`src/rtl/wb_master_engine.sv`:
```
// Wishbone classic-cycle initiator: one command in, one bus read/write out, one response back.
// A watchdog bounds the wait for ack and reports a timeout as rsp_err.
module wb_master_engine #(
    parameter int ADDR_W  = 32,
    parameter int DATA_W  = 32,
    parameter int TIMEOUT = 31
) (
    input  logic                clk,
    input  logic                rst,

    input  logic                cmd_valid,
    output logic                cmd_ready,
    input  logic                cmd_we,
    input  logic [DATA_W/8-1:0] cmd_sel,
    input  logic [ADDR_W-1:0]   cmd_adr,
    input  logic [DATA_W-1:0]   cmd_dat,

    output logic                rsp_valid,
    input  logic                rsp_ready,
    output logic [DATA_W-1:0]   rsp_dat,
    output logic                rsp_err,

    output logic                wbm_cyc_o,
    output logic                wbm_stb_o,
    output logic                wbm_we_o,
    output logic [DATA_W/8-1:0] wbm_sel_o,
    output logic [ADDR_W-1:0]   wbm_adr_o,
    output logic [DATA_W-1:0]   wbm_dat_o,
    input  logic [DATA_W-1:0]   wbm_dat_i,
    input  logic                wbm_ack_i
);

    localparam int CNT_W = $clog2(TIMEOUT + 1);
    localparam logic [CNT_W-1:0] CNT_LAST = CNT_W'(TIMEOUT - 1);

    typedef enum logic [1:0] {
        IDLE,
        BUS,
        RESP
    } state_t;

    state_t           state;
    logic [CNT_W-1:0] wait_cnt;

    // Ack beats a simultaneous timeout, so rsp_err is only raised when no ack is present.
    always_ff @(posedge clk) begin
        if (rst) begin
            state     <= IDLE;
            wait_cnt  <= '0;
            cmd_ready <= 1'b0;
            rsp_valid <= 1'b0;
            rsp_dat   <= '0;
            rsp_err   <= 1'b0;
            wbm_cyc_o <= 1'b0;
            wbm_stb_o <= 1'b0;
            wbm_we_o  <= 1'b0;
            wbm_sel_o <= '0;
            wbm_adr_o <= '0;
            wbm_dat_o <= '0;
        end else begin
            case (state)
                IDLE: begin
                    cmd_ready <= 1'b1;
                    if (cmd_valid && cmd_ready) begin
                        cmd_ready <= 1'b0;
                        wbm_we_o  <= cmd_we;
                        wbm_sel_o <= cmd_sel;
                        wbm_adr_o <= cmd_adr;
                        wbm_dat_o <= cmd_dat;
                        wbm_cyc_o <= 1'b1;
                        wbm_stb_o <= 1'b1;
                        wait_cnt  <= '0;
                        state     <= BUS;
                    end
                end
                BUS: begin
                    if (wbm_ack_i || (wait_cnt == CNT_LAST)) begin
                        wbm_cyc_o <= 1'b0;
                        wbm_stb_o <= 1'b0;
                        wbm_we_o  <= 1'b0;
                        wbm_sel_o <= '0;
                        wbm_adr_o <= '0;
                        wbm_dat_o <= '0;
                        rsp_valid <= 1'b1;
                        rsp_err   <= !wbm_ack_i;
                        rsp_dat   <= (wbm_ack_i && !wbm_we_o) ? wbm_dat_i : '0;
                        state     <= RESP;
                    end else begin
                        wait_cnt <= wait_cnt + CNT_W'(1);
                    end
                end
                RESP: begin
                    if (rsp_valid && rsp_ready) begin
                        rsp_valid <= 1'b0;
                        rsp_err   <= 1'b0;
                        rsp_dat   <= '0;
                        cmd_ready <= 1'b1;
                        state     <= IDLE;
                    end
                end
                default: begin
                    state <= IDLE;
                end
            endcase
        end
    end

endmodule
```
`config.mk`:
```
export PLATFORM = sky130hd
export DESIGN_NAME = wb_master_engine
export DESIGN_NICKNAME = d
export VERILOG_FILES = /design/src/rtl/wb_master_engine.sv
export SDC_FILE = /design/constraint.sdc
export NUM_CORES = 1
export LEC_CHECK = 0
export ABC_AREA = 1
export CAP_MARGIN = 10
export CORE_MARGIN = 3
export CORE_UTILIZATION = 43
export DETAILED_ROUTE_END_ITERATION = 8
export PLACE_DENSITY = 0.85
export SYNTH_ARGS = -nofsm -noshare
export SYNTH_HDL_FRONTEND = slang
export SYNTH_SLANG_ARGS = --single-unit
export TNS_END_PERCENT = 5
```
`constraint.sdc`:
```
create_clock -name clk -period 3.3 [get_ports clk]
set_input_delay 0.825 -clock clk [delete_from_list [all_inputs] [get_ports clk]]
set_output_delay 0.825 -clock clk [all_outputs]
set_load 0.005 [all_outputs]
```
; Yosys cells after proc, flatten, opt, wreduce, memory -nomap -nowiden
; Index checks and enable logic that the tools add are counted.
[word_totals]
register_bits = 112
output_inout_bits = 106
wordCells = 66
[classes]
n_addsub = 1
n_eq_ne = 7
muxes = 32
reduce_logical = 15
[ops]
columns = op, n
row1 = 2-to-1 mux 32 bit, 6
row2 = case mux 32 bit (2 select lines), 3
row3 = AND reduction 3 bit, 4
row4 = 2-to-1 mux 5 bit, 2
row5 = case mux 1 bit (2 select lines), 5
row6 = case mux 5 bit (2 select lines), 1
row7 = 2-to-1 mux 1 bit, 8
row8 = 2-to-1 mux 4 bit, 2
row9 = != test 2 bit (second input constant), 4
row10 = case mux 4 bit (2 select lines), 1
row11 = 2-to-1 mux 2 bit, 3
row12 = case mux 2 bit (3 select lines), 1
row13 = nonzero test 2 bit, 3
row14 = adder 5 x 1 -> 5 bit (second input constant), 1
row15 = == test 5 bit (second input constant), 1
row16 = logical AND 1 bit, 3
row17 = == test 2 x 1 -> 1 bit (second input constant), 1
row18 = == test 2 bit (second input constant), 1
row19 = logical NOT 1 bit, 2
row20 = logical NOT 2 bit, 1
row21 = AND reduction 2 bit, 1
row22 = logical OR 1 bit, 1

; Logic depth before layout (Yosys ltp)
; Gate-level depths: netlist of the first run.
[logic_depth]
word_depth = 5
depth_mapped = 10

; Worst setup path after synthesis of the first run
; No wires, ideal clock.
[synth_timing]
path_kind = input port to flip-flop
from = in wbm_ack_i
to = reg rsp_dat[16]
t_arrival_ns = 1.664
path_slack_ns = 1.566
cell_stages = 7
path_buffers = 2
path_cell_list = inv_1 -> o21ai_1 -> nand2_2 -> buf_2 -> buf_2 -> nand3_1 -> a21oi_1
[synth_between]
elab_chain_cells = 4
elab_cells_between_ends = 7
[synth_lines]
columns = element, line_no
row1 = start: declaration, 30  ; input logic wbm_ack_i
row2 = logical AND 1 bit, 86  ; rsp_dat <= (wbm_ack_i && !wbm_we_o) ? wbm_dat_i : '0;
row3 = 2-to-1 mux 32 bit, 86
row4 = 2-to-1 mux 32 bit, 77  ; if (wbm_ack_i || (wait_cnt == CNT_LAST)) begin
row5 = case mux 32 bit (2 select lines), 61  ; case (state)
row6 = end signal: assignment, 86
row7 = end: declaration, 20  ; output logic [DATA_W-1:0] rsp_dat,
; Several ways; a longest one is shown, not always the timed one. The select of a mux whose other input is x is not followed.
; A chain may end at the register's enable or synchronous reset.

; Worst setup path after layout of the first run
[layout_timing]
from = in wbm_ack_i
to = reg rsp_dat[20]
; Same word-level chain as after synthesis.

==> results of run 1 <==
-- sequential cells by signal, summed over array words and instances (netlist names), 2 cells and up --
name	cells
rsp_dat	32
state	2
wait_cnt	5
wbm_adr_o	32
wbm_dat_o	32
wbm_sel_o	4
-- metal layers --
metal | part of all wire | GRT usage | routed length [um] | up-vias
met2 | 0.48 | 0.390 | 6240 | 192
met5 | 0 | 0 | 0 | -
li1 | - | - | - | 2164
met3 | 0.083 | 0.0545 | 1080 | 24
met4 | 0.023 | 0.0834 | 302 | 0
met1 | 0.41 | 0.269 | 5360 | 2062
-- kinds of logic (layout without fill, tap and decap cells) --
logic type | after synthesis | in the layout | share of synthesized area
fa+ha+maj | 2 | 2 | 0.00588
compound gates | 110 | 110 | 0.130
buf+inv | 58 | 249 | 0.0709
flops | 112 | 112 | 0.527
simple gates | 257 | 257 | 0.266
-- power groups by stage --
stage,Combinational (uW),Clock (uW),Sequential [uW]
after floorplan,858,0,1820
after global placement,1590,0,1810
after detailed placement,1630,0,1820
after CTS,1640,847,1790
after global routing,1800,895,1820
final,1630,822,1790
-- metrics by stage --
step           hold slack (ns)  power, uW
2_1_floorplan            0.471       2680
3_3_place_gp             0.464       3400
3_5_place_dp             0.473       3450
4_1_cts                  0.486       4280
5_1_grt                  0.508       4510
6_report                 0.485       4240
-- synthesized netlist by cell type, types with 2 or more instances --
| cell | count | area (um2) |
|---|---|---|
| a21oi_1 | 107 | 536 |
| nand3_1 | 112 | 561 |
| dfxtp_1 | 112 | 2240 |
| nand2_1 | 121 | 454 |
| inv_2 | 3 | 11.3 |
| inv_1 | 10 | 37.5 |
| ha_1 | 2 | 25.0 |
| nor2_1 | 19 | 71.3 |
| buf_4 | 7 | 52.6 |
| buf_2 | 16 | 80.1 |
| buf_6 | 5 | 56.3 |
| clkbuf_1 | 16 | 60.1 |
-- worst max-delay path: cells and delay by family --
kind / cells / cell delay [ns]
AND/OR/NAND/NOR: 2 / 0.52
AO/OA/AOI/OAI: 2 / 0.29
buffers and inverters: 3 / 0.87
-- worst paths after layout --
| check | depth (start not counted) | end | slack [ns] | startpoint |
|---|---|---|---|---|
| setup / recovery | 7 | rsp_dat[20]$_SDFFE_PP0P_ | 1.03 | wbm_ack_i |
| hold / removal | 2 | wbm_adr_o[15]$_SDFFE_PP0P_ | 0.49 | wbm_adr_o[15]$_SDFFE_PP0P_ |
| setup reg to reg | 8 | rsp_dat[20]$_SDFFE_PP0P_ | 1.34 | wait_cnt[0]$_SDFFE_PP0P_ |
| hold reg to reg | 2 | wbm_adr_o[15]$_SDFFE_PP0P_ | 0.49 | wbm_adr_o[15]$_SDFFE_PP0P_ |
-- area by class of cell --
cell class / count / area [um2]
clock buffers: 10 / 138
clock inverters: 6 / 66.3
fillers: 764 / 2850
inverters: 13 / 48.8
multi-input cells: 369 / 1720
flip-flops and latches: 112 / 2240
well taps: 129 / 161
repair buffers: 220 / 2190
==> impl_metrics.toml, run 1 <==
[cells_and_area]
layout_commonest_cell = "clkdlybuf4s50_1"
layout.nets = 833
stdcell_area_um2 = 6570
layout_common_cells = "clkdlybuf4s50_1 (210), nand2_1 (120), nand3_1 (112), dfxtp_1 (112), a21oi_1 (107)"
instances_no_fill = 859
syn_to_final_growth_pct = 54.3
final_layout_size_suffix_gt1_frac = 0.0452
final_core_util = 0.697
antenna_cells = 0

[placement]
io_buffers = 211
place_ws_ns = 0.644
dpl_cell_area_um2 = 6360
gp_congestion = 0.782
dp_hpwl_um = 9510
placedCellCount = 843

[synth]
syn_area_per_cell_um2 = 7.89
ys_seq_elements = 112
syn_inst = 539
syn_area_um2 = 4260
mappedNetlistNets = 647
synth-edff-count = 0
synth_cell_types = 21
yosysSeqAreaShare = 0.527
ys_warn_count = 0
synth_flop_cell = "dfxtp_1"
async_reset_ff_frac = 0

[route]
viasPerCell = 5.17
first_pass_iters = 4
wl_per_cell_um = 15.1
drc_errors = 0
antenna_left = 0
num_vias = 4442
totalWireLength_um = 13000
drtIter0Drc = 215

[critical_path]
critPathLaunchType = "input port"
crit_path_end_kind = "flip-flop"
worst-setup-path-type = "input port to flip-flop"
critPathSlowestCell = "clkdlybuf4s50_1"
worstPathMaxFanout = 53
critical_path.max_stage_delay_ns = 0.42
worst-endpoint-arrival_ns = 2.55
crit_required_ns = 3.58
cp_cell_sequence = "clkdlybuf4s50_1, inv_1, o21ai_1, nand2_4, buf_12, nand3_1, a21oi_1"

[floorplan]
initial_core_util = 0.452
ioPinCount = 212
die_area_um2 = 11100
rows = 35
die_h_um = 105
die_w_um = 105
core_area_um2 = 9420

[power]
switchingPower_uw = 1430
p_seq_frac = 0.422
intPower_uw = 2810
powerDensity_nw_per_um2 = 646
clkPwrFrac = 0.194
p_leak_uw = 0.00237
switching_share = 0.337
combPwrFrac = 0.384
ir_drop_uv = 386

[sta]
period_share = 0.689
layout_setup_ws_ns = 1.03
hold_viol = 0
relSlewSlack = 0.501
worst_slew_pin_slew_ns = 0.748
period_needed_ns = 2.27
finClkSkew_ns = 0.0135
finalMaxSlewViolations = 0
rsz0062_at_grt = "no"
fmax_ghz = 0.440
setup_viol = 0
tns_ns = 0

[global_routing]
grt_max_degree = 72
grt_util_all_layers = 0.225
grt_pass1_wl_um = 20600
overflow = 0
grt_pass1_vias = 4316
antenna_found_initial = 0

[hold_path]
hold_class = "flip-flop to flip-flop"

[cts]
ctsResizeCount = 0
clock_latency_ns = 0.35
ctsLongestPathBuffers = 2
hold_buffers = 0
clk_pin_slew_ns = 0.10
cts_setup_buffers = 0
cts_sinks = 112
cts_tree = "built"
cts_htree_levels = 3
root_buffer = "clkbuf_8"
numCtsBuffers = 9

[run]
drv_cap = 0

[outcome]
status = "completed"
(Power assumes the default switching activity.)
==> run 2: changes to the inputs <==
CORE_UTILIZATION = 36   (was 43)
PLACE_DENSITY = 0.76   (was 0.85)
clock period = 1.9 ns   (was 3.3 ns; I/O delays follow)
==> run 2 against run 1 <==
  * Register-to-register slack lost 1.1 ns
  * Clock power grew 120%
  * Sequential power grew 74%
  * Critical endpoint is now wbm_we_o
  * Largest power group unchanged
==> impl_metrics.toml, run 2 (synthesis results as in run 1) <==
[critical_path]
worst-endpoint-arrival_ns = 1.28
crit_required_ns = 1.42
crit_path_end_kind = "output pin"
critical_path.max_stage_delay_ns = 0.54
cp_cell_sequence = "clkdlybuf4s50_1"
critPathLaunchType = "flip-flop"
crit_path_start = "wbm_we_o$_SDFFE_PP0P_"
critPathSlowestCell = "clkdlybuf4s50_1"
reg2reg_from = "wait_cnt[0]$_SDFFE_PP0P_"
worst-setup-path-type = "flip-flop to output pin"
cp.buffers_inverters = 1
cpLargestDelayFamily = "buffers and inverters"
worstPathMaxFanout = 3

[cts]
cts_setup_buffers = 0
clk_pin_slew_ns = 0.07
root_buffer = "clkbuf_16"
clock_latency_ns = 0.34
cts_htree_levels = 3
ctsResizeCount = 0
ctsLongestPathBuffers = 2
cts_sinks = 112
hold_buffers = 0
numCtsBuffers = 9
cts_tree = "built"

[route]
viasPerCell = 5.03
drtIter0Drc = 273
totalWireLength_um = 13100
first_pass_iters = 4
wl_per_cell_um = 15.0
drc_errors = 0
antenna_left = 0
num_vias = 4403

[sta]
period_share = 0.922
finClkSkew_ns = 0.00604
worst_slew_pin_slew_ns = 0.330
layout_setup_ws_ns = 0.149
rsz0062_at_grt = "no"
setup_viol = 0
hold_viol = 0
finalMaxSlewViolations = 0
period_needed_ns = 1.75
relSlewSlack = 0.780
fmax_ghz = 0.571

[floorplan]
initial_core_util = 0.371
core_area_um2 = 11500
die_w_um = 115
die_h_um = 115
die_area_um2 = 13200
ioPinCount = 212
rows = 39

[placement]
place_ws_ns = -0.0666
io_buffers = 211
dp_hpwl_um = 9450
gp_congestion = 0.795

[cells_and_area]
layout.nets = 838
layout_common_cells = "clkdlybuf4s50_1 (210), nand2_1 (120), nand3_1 (112), dfxtp_1 (112), a21oi_1 (107)"
reg_top3 = "rsp_dat: 32 flops, wbm_adr_o: 32 flops, wbm_dat_o: 32 flops"
syn_to_final_growth_pct = 59.0
final_layout_size_suffix_gt1_frac = 0.0491
antenna_cells = 0
layout_commonest_cell = "clkdlybuf4s50_1"
final_core_util = 0.590

[power]
switchingPower_uw = 2550
p_leak_uw = 0.00246
powerDensity_nw_per_um2 = 1170
switching_share = 0.323
p_seq_frac = 0.395
clkPwrFrac = 0.229
intPower_uw = 5340
ir_drop_uv = 580
combPwrFrac = 0.376

[global_routing]
overflow = 0
grt_max_degree = 70
grt_pass1_vias = 4370
grt_util_all_layers = 0.192
grt_pass1_wl_um = 20600
antenna_found_initial = 0

[hold_path]
holdCritStartpoint = "wbm_dat_o[4]$_SDFFE_PP0P_"
hold_class = "flip-flop to flip-flop"

[outcome]
status = "completed"

[run]
drv_cap = 0
[run 2: cell count changes in the layout (fill, tap and decap cells not counted)]
cell / previous run / this run
buf_4: 9 / 8
clkbuf_16: 0 / 9
clkbuf_8: 10 / 0
buf_12: 1 / 7
clkinv_4: 2 / 0
inv_6: 1 / 0
clkinv_2: 2 / 4
[run 2: cell type report]
class                   instances  area (um2)
fillers                      1004        4700
flip-flops and latches        112        2240
clock inverters                 5        50.0
repair buffers                225        2300
multi-input cells             369        1720
clock buffers                   9         225
well taps                     143         179
inverters                      13        48.8
[run 2: path summary, 6_finish.rpt]
| path | end | slack (ns) | cells past startpoint |
|---|---|---|---|
| setup / recovery | wbm_we_o | 0.15 | 1 |
| hold / removal | wbm_dat_o[4]$_SDFFE_PP0P_ | 0.48 | 2 |
| setup reg to reg | rsp_dat[28]$_SDFFE_PP0P_ | 0.27 | 8 |
| hold reg to reg | wbm_dat_o[4]$_SDFFE_PP0P_ | 0.48 | 2 |
[run 2: metrics by stage]
step,power (uW),setup TNS [ns],hold slack [ns],cell area [um2],instances
CTS,7970,0,0.482,6770,876
global placement,6040,0,0.464,6490,862
detailed placement,6150,-0.816,0.472,6490,862
finish,7890,0,0.479,6770,876
global route,8410,0,0.498,6770,876
floorplan,4660,0,0.471,4260,539
[run 2: per-layer routing]
layer	global-route usage	up-vias	part of all wire	routed length, um
li1	-	2180	-	-
met1	0.222	2048	0.41	5440
met2	0.325	152	0.48	6290
met3	0.0682	23	0.085	1110
met4	0.0767	0	0.021	269
met5	0	-	0	0
[run 2: power by group through the flow]
stage / clock network [uW] / registers [uW] / logic [uW]
3_5_place_dp: 0 / 3160 / 2990
2_1_floorplan: 0 / 3170 / 1490
4_1_cts: 1860 / 3120 / 3000
3_3_place_gp: 0 / 3140 / 2900
6_report: 1810 / 3110 / 2960
5_1_grt: 1960 / 3170 / 3280
[run 2: worst min-delay path: stages (launching register included)]
cell and delay [ns]:
dfxtp_1 0.31, nand3_1 0.07, a21oi_1 0.05
==> run 3: changes to the inputs <==
TNS_END_PERCENT = unset   (was 5)
==> results of run 3 <==
Final layout, timing and power as in run 2 (identical DEF).
